--- src/rtl/lsu_pkg.sv ---
// Shared types and helpers for the load/store unit.
// Holds the FSM state enum, funct3 encodings and the funct3 legality check.
package lsu_pkg;

    typedef enum logic [2:0] {
        IDLE   = 3'd0,
        LOAD   = 3'd1,
        STORE  = 3'd2,
        RMW_RD = 3'd3,
        RMW_WR = 3'd4,
        RESP   = 3'd5
    } lsu_state_t;

    localparam logic [2:0] F3_B  = 3'b000;
    localparam logic [2:0] F3_H  = 3'b001;
    localparam logic [2:0] F3_W  = 3'b010;
    localparam logic [2:0] F3_BU = 3'b100;
    localparam logic [2:0] F3_HU = 3'b101;

    // Stores only have signed-width encodings; loads add the unsigned ones.
    function automatic logic is_legal_funct3(input logic we, input logic [2:0] f3);
        logic ok;
        ok = (f3 == F3_B) || (f3 == F3_H) || (f3 == F3_W);
        if (!we) begin
            ok = ok || (f3 == F3_BU) || (f3 == F3_HU);
        end
        return ok;
    endfunction

endpackage

--- src/rtl/lsu_byte_lane.sv ---
// Byte-lane datapath: load extract/extend and store merge within a word.
// Ports: word (memory word), wdata (right-aligned store data), offset
// (byte offset), funct3 (access type) -> rdata (extended load), merged.
module lsu_byte_lane
    import lsu_pkg::*;
#(
    parameter int WORD_WIDTH = 32
) (
    input  logic [WORD_WIDTH-1:0] word,
    input  logic [WORD_WIDTH-1:0] wdata,
    input  logic [1:0]            offset,
    input  logic [2:0]            funct3,
    output logic [WORD_WIDTH-1:0] rdata,
    output logic [WORD_WIDTH-1:0] merged
);

    logic [7:0]  lane_b;
    logic [15:0] lane_h;
    logic [4:0]  b_pos;
    logic [4:0]  h_pos;

    always_comb begin
        b_pos  = {offset, 3'b000};
        h_pos  = {offset[1], 4'b0000};
        lane_b = word[b_pos +: 8];
        lane_h = word[h_pos +: 16];

        case (funct3)
            F3_B:    rdata = {{(WORD_WIDTH-8){lane_b[7]}}, lane_b};
            F3_BU:   rdata = {{(WORD_WIDTH-8){1'b0}}, lane_b};
            F3_H:    rdata = {{(WORD_WIDTH-16){lane_h[15]}}, lane_h};
            F3_HU:   rdata = {{(WORD_WIDTH-16){1'b0}}, lane_h};
            default: rdata = word;
        endcase

        merged = word;
        case (funct3[1:0])
            2'b00:   merged[b_pos +: 8]  = wdata[7:0];
            2'b01:   merged[h_pos +: 16] = wdata[15:0];
            default: merged = wdata;
        endcase
    end

endmodule

--- src/rtl/load_store_unit.sv ---
// Load/store unit: issues one CPU load or store at a time to a word-aligned
// data memory, with lane select, sign/zero extend and read-modify-write.
// Ports: req_* (request handshake), resp_* (response handshake),
// mem_a/mem_wd/mem_we (memory drive), mem_rd (combinational read data).
module load_store_unit
    import lsu_pkg::*;
#(
    parameter int                       ADDRESS_WIDTH = 32,
    parameter int                       WORD_WIDTH    = 32,
    parameter logic [ADDRESS_WIDTH-1:0] MEM_TOP       = 32'h0001FFFF
) (
    input  logic                     clk,
    input  logic                     rst,
    input  logic                     req_valid,
    output logic                     req_ready,
    input  logic                     req_we,
    input  logic [2:0]               req_funct3,
    input  logic [ADDRESS_WIDTH-1:0] req_addr,
    input  logic [WORD_WIDTH-1:0]    req_wdata,
    output logic                     resp_valid,
    input  logic                     resp_ready,
    output logic [WORD_WIDTH-1:0]    resp_rdata,
    output logic                     resp_fault,
    output logic [ADDRESS_WIDTH-1:0] mem_a,
    output logic [WORD_WIDTH-1:0]    mem_wd,
    output logic                     mem_we,
    input  logic [WORD_WIDTH-1:0]    mem_rd
);

    // Highest legal word-aligned address.
    localparam logic [ADDRESS_WIDTH-1:0] AW_TOP = MEM_TOP - ADDRESS_WIDTH'(3);

    lsu_state_t              state_q, state_d;
    logic [ADDRESS_WIDTH-1:0] mem_a_q, mem_a_d;
    logic [WORD_WIDTH-1:0]    mem_wd_q, mem_wd_d;
    logic [WORD_WIDTH-1:0]    resp_rdata_q, resp_rdata_d;
    logic                     resp_fault_q, resp_fault_d;
    logic [2:0]               f3_q, f3_d;
    logic [1:0]               off_q, off_d;
    logic [WORD_WIDTH-1:0]    wdata_q, wdata_d;

    logic [ADDRESS_WIDTH-1:0] aw;
    logic                     fault;
    logic [WORD_WIDTH-1:0]    lane_rdata;
    logic [WORD_WIDTH-1:0]    lane_merged;

    lsu_byte_lane #(
        .WORD_WIDTH (WORD_WIDTH)
    ) u_lane (
        .word   (mem_rd),
        .wdata  (wdata_q),
        .offset (off_q),
        .funct3 (f3_q),
        .rdata  (lane_rdata),
        .merged (lane_merged)
    );

    always_comb begin
        aw    = {req_addr[ADDRESS_WIDTH-1:2], 2'b00};
        fault = !is_legal_funct3(req_we, req_funct3);
        if (req_funct3[1:0] == 2'b01 && req_addr[0]) begin
            fault = 1'b1;
        end
        if (req_funct3[1:0] == 2'b10 && req_addr[1:0] != 2'b00) begin
            fault = 1'b1;
        end
        if (aw > AW_TOP) begin
            fault = 1'b1;
        end
    end

    always_comb begin
        state_d      = state_q;
        mem_a_d      = mem_a_q;
        mem_wd_d     = mem_wd_q;
        resp_rdata_d = resp_rdata_q;
        resp_fault_d = resp_fault_q;
        f3_d         = f3_q;
        off_d        = off_q;
        wdata_d      = wdata_q;

        case (state_q)
            IDLE: begin
                if (req_valid) begin
                    f3_d         = req_funct3;
                    off_d        = req_addr[1:0];
                    wdata_d      = req_wdata;
                    resp_rdata_d = '0;
                    resp_fault_d = fault;
                    // A faulting request never touches mem_a or memory.
                    if (fault) begin
                        state_d = RESP;
                    end else if (!req_we) begin
                        state_d = LOAD;
                        mem_a_d = aw;
                    end else if (req_funct3 == F3_W) begin
                        state_d  = STORE;
                        mem_a_d  = aw;
                        mem_wd_d = req_wdata;
                    end else begin
                        state_d = RMW_RD;
                        mem_a_d = aw;
                    end
                end
            end
            LOAD: begin
                resp_rdata_d = lane_rdata;
                state_d      = RESP;
            end
            STORE: begin
                state_d = RESP;
            end
            RMW_RD: begin
                // Merge straight from the read word; no separate old-word flop.
                mem_wd_d = lane_merged;
                state_d  = RMW_WR;
            end
            RMW_WR: begin
                state_d = RESP;
            end
            RESP: begin
                if (resp_ready) begin
                    state_d = IDLE;
                end
            end
            default: begin
                state_d = IDLE;
            end
        endcase
    end

    always_ff @(posedge clk) begin
        if (rst) begin
            state_q      <= IDLE;
            mem_a_q      <= '0;
            mem_wd_q     <= '0;
            resp_rdata_q <= '0;
            resp_fault_q <= 1'b0;
            f3_q         <= 3'b000;
            off_q        <= 2'b00;
            wdata_q      <= '0;
        end else begin
            state_q      <= state_d;
            mem_a_q      <= mem_a_d;
            mem_wd_q     <= mem_wd_d;
            resp_rdata_q <= resp_rdata_d;
            resp_fault_q <= resp_fault_d;
            f3_q         <= f3_d;
            off_q        <= off_d;
            wdata_q      <= wdata_d;
        end
    end

    assign req_ready  = (state_q == IDLE);
    assign resp_valid = (state_q == RESP);
    assign resp_rdata = resp_rdata_q;
    assign resp_fault = resp_fault_q;
    assign mem_a      = mem_a_q;
    assign mem_wd     = mem_wd_q;
    // Reset gates the strobe so a write in flight never lands.
    assign mem_we     = ((state_q == STORE) || (state_q == RMW_WR)) && !rst;

endmodule

--- config.mk ---
export PLATFORM = sky130hd
export DESIGN_NAME = load_store_unit
export DESIGN_NICKNAME = d
export VERILOG_FILES = /design/src/rtl/lsu_pkg.sv /design/src/rtl/lsu_byte_lane.sv /design/src/rtl/load_store_unit.sv
export SDC_FILE = /design/constraint.sdc
export NUM_CORES = 1
export LEC_CHECK = 0
export BUFFER_PORTS_ARGS = -buffer_cell sky130_fd_sc_hd__buf_2
export CORE_MARGIN = 2
export CORE_UTILIZATION = 40
export CTS_CLUSTER_SIZE = 10
export DETAILED_ROUTE_END_ITERATION = 7
export PLACE_DENSITY = 0.61
export SYNTH_ARGS = -nofsm -noshare
export SYNTH_HDL_FRONTEND = slang
export SYNTH_SLANG_ARGS = --single-unit
export TNS_END_PERCENT = 100
--- constraint.sdc ---
create_clock -name clk -period 4.6 [get_ports clk]
set_input_delay 0.23 -clock clk [delete_from_list [all_inputs] [get_ports clk]]
set_output_delay 0.23 -clock clk [all_outputs]
set_load 0.1 [all_outputs]
==> results.md <==
* Status: finished, final reports clean
* Design area at 8740 sq um
* Root buffer cell: clkbuf_16
* Port bufs at between 200 and 250
* Post-DP HPWL at ~16,000 um
* CTS Buf Count at 17
* Max FO, Critical Path at 18
* Hold_buf cts at 0
* WP data arrival at about 3.3 ns
* Initial Util at 0.404
* # H-tree levels at 4
* RSZ-0062 raised after global routing: false
* Most Used Layer, Global Route: met2
* Layout area overhead at 21.3%
* Core area at 17,800 sq um
* Sink Count at 135
* Setup violations, final at 0
* Vias in the first global route at between 6,000 and 7,000
* First-pass GRT wire length at between 30,000 and 40,000 um
* Async set or reset register ratio after synthesis at 0
* Post-synth EDFFs at 0
* Post-layout util at 0.490
* Worst min-delay path category: input pin to flip-flop
* Initial antenna violation count at 0
* Met2 usage at 0.362
* Mean routed wirelength per cell at between 15 and 20 um
* Post-Route WL at between 20,000 and 25,000 um
* Max-cap violations at 0
* Via density at 5.66
* Main area contributors after synthesis: dfxtp_1 (38%), nand2b_1 (7.7%), mux2i_1 (6.9%)
* Die width at ~140 um
* Register bit count reported by yosys at between 100 and 150
* CP Class: flip-flop to flip-flop
* Worst EP required at 4.94 ns
* Pre-antenna DRT Iters at 5
* IO Count at slightly above 200
* # nets final at ~1,100
* # rows at between 40 and 50
* Final RePlAce weighted congestion at slightly below 0.9
* CP peak stage delay at 0.68 ns
* Fin Clk Skew at between 0.007 and 0.008 ns
* Warnings from Yosys at 0
* GR Overflow Total at 0
* Post-CTS setup buffer count at 0
* Iter 0 DRT Violations at between 500 and 600
* Tot GR Track Use at 0.234
* P per Cell Area at around 360 nW/um^2
* CTS tree: yes
* CP max stage cell: nor4bb_1
* Post-CTS Resized at 0
* Crit path launch type: flip-flop
* Clock period minus worst slack at 2.91 ns
* Reg area at 2700 sq um
* Max-slew violations at 0
* Worst path cell trace: inv_1 > ha_1 > nor4bb_1 > buf_4 > a32oi_1 > a211o_1 > mux2i_1
* Syn Inst Count at a little over 800
* Via Count at approximately 6,800
* Antenna-violating nets left at 0
* Post-synth cell types at 61
* Sequential share of the synthesized area at 0.375
* Placed Area at slightly above 8000 sq um
* Peak Freq at approximately 340 MHz
* Met1 usage at 0.330
* Setup_tns at 0 ns
* Die footprint at roughly 19,000 sq um
* Average size of a mapped cell at between 8 and 9 sq um
* Worst rel slew slack at 0.126
* DRC violations left at 0
* Clock-pin slew on the worst setup and hold paths at approximately 0.06 ns
* Share of post-route cells with drive strength above 1 at 0.289
* Final Hold Fails at 0
* Tcrit/Tclk final at 0.632
* Critical path capture point type: flip-flop
* Tightest Pin Transition at about 1.3 ns
* Clock Path Buffers at 2
* Peak supply drop at a little under 0.3 mV
* Ys flop type: dfxtp_1
* P_leak at between 3 and 4 nW
* Pin count of the biggest net entering global routing at 89
* Vert. Die Dim at around 140 um
* Area of the multi-input gates at between 4000 and 5000 sq um
* Area leader, netlist: dfxtp_1
* Antenna Diode Count at 0
* GRT met3 Usage at 0.0526
* Worst skew pair latency at about 0.42 ns
* Netlist Area Pre-Place at between 7000 and 8000 sq um
* Fill count at 1,761
* Yosys top cell area share at 0.375
[power breakdown]
part	leakage [nW]	switching, W	internal, W	total [W]
logic	2.29	0.000467	0.000176	0.000643
registers	1.10	0.0000470	0.00122	0.00126
clock network	0.250	0.000513	0.000754	0.00127
[synth_stat cells, types with 9 or more instances]
cell type	number
a211o_1	16
a21boi_0	16
a21oi_1	56
a221oi_1	17
a32o_1	17
a32oi_1	16
buf_2	17
clkbuf_1	48
dfxtp_1	135
inv_1	20
mux2_2	31
mux2i_1	50
nand2_1	85
nand2b_1	89
nand4_1	9
nor2_1	30
nor3b_1	15
o21ai_0	20
[worst paths after layout]
check | start | to | slack, ns | cells past startpoint
worst max register to register | off_q[0] | mem_wd[22] | 1.69 | 7
worst max-delay path | off_q[0] | mem_wd[22] | 1.69 | 7
worst min-delay path | req_wdata[1] | wdata_q[1] | 0.06 | 3
worst min register to register | resp_rdata[3] | resp_rdata[3] | 0.45 | 2
[final cells by class]
type	instances	area share
sequential	135	0.309
clock buffer	24	0.0528
clock inverter	8	0.00859
inverter	21	0.00902
timing repair buffer	211	0.124
tap	229	0.0328
multi-input combinational	572	0.464
[per-stage QoR]
| step | instances | worst slack (ns) | power (W) | hold slack [ns] |
|---|---|---|---|---|
| 2_1_floorplan | 807 | 1.50 | 0.00176 | 0.366 |
| 3_3_place_gp | 1168 | 1.90 | 0.00192 | 0.440 |
| 3_5_place_dp | 1168 | 1.77 | 0.00193 | 0.444 |
| 4_1_cts | 1200 | 1.77 | 0.00319 | 0.0451 |
| 5_1_grt | 1200 | 1.50 | 0.00329 | 0.0527 |
| 6_report | 1200 | 1.69 | 0.00317 | 0.0593 |
[critical path: cells and delay by family, from the launching register on]
kind                       cells  cell delay, ns
AOI/OAI and AO/OA              2            0.44
buffers and inverters          2            0.41
muxes                          1            0.13
and+or+nand+nor                1            0.68
adders and majority gates      1            0.67
DFF                            1            0.49
[metal layers]
metal,vias to the layer above,share of wire
met1,3244,0.45
met2,285,0.46
met3,29,0.073
li1,3239,-
met4,0,0.016
met5,-,0
[flip-flops by register name (all words and copies together) (netlist names)]
| register | count |
|---|---|
| off_q | 2 |
| resp_fault | 1 |
| mem_wd | 32 |
| mem_a | 30 |
| f3_q | 3 |
| state_q | 3 |
| resp_rdata | 32 |
| wdata_q | 32 |
[layout by cell type (no fill, tap or decap), types with 3 or more instances in the layout]
| master | Yosys | final |
|---|---|---|
| buf_2 | 17 | 200 |
| dfxtp_1 | 135 | 134 |
| nand2b_1 | 89 | 89 |
| nand2_1 | 85 | 85 |
| a21oi_1 | 56 | 56 |
| mux2i_1 | 50 | 50 |
| mux2_2 | 31 | 31 |
| nor2_1 | 30 | 30 |
| inv_1 | 20 | 20 |
| o21ai_0 | 20 | 20 |
| a221oi_1 | 17 | 17 |
| a32o_1 | 17 | 17 |
| clkbuf_16 | 0 | 17 |
| a32oi_1 | 16 | 16 |
| a211o_1 | 16 | 16 |
| a21boi_0 | 16 | 16 |
| nor3b_1 | 15 | 15 |
| buf_4 | 5 | 11 |
| nand4_1 | 9 | 9 |
| a41oi_1 | 8 | 8 |
| a311o_1 | 8 | 8 |
| nor4b_1 | 8 | 8 |
| o41ai_1 | 8 | 8 |
| o31ai_1 | 8 | 8 |
| nor2b_1 | 7 | 7 |
| o2bb2ai_1 | 7 | 7 |
| o221ai_1 | 6 | 6 |
| clkbuf_1 | 48 | 6 |
| nor3_1 | 5 | 5 |
| ha_1 | 5 | 5 |
| nor4_1 | 4 | 4 |
| clkinvlp_4 | 0 | 4 |
| clkinv_2 | 0 | 3 |
[cells by family after synthesis]
family / synth area share
muxes: 0.123
xor gates and xnor gates: 0.00122
other: 0.000520
buffers and inverters: 0.0632
adders and majority gates: 0.00868
and+or+nand+nor: 0.207
AOI/OAI and AO/OA: 0.221
DFF: 0.375
(Power assumes the default switching activity.)
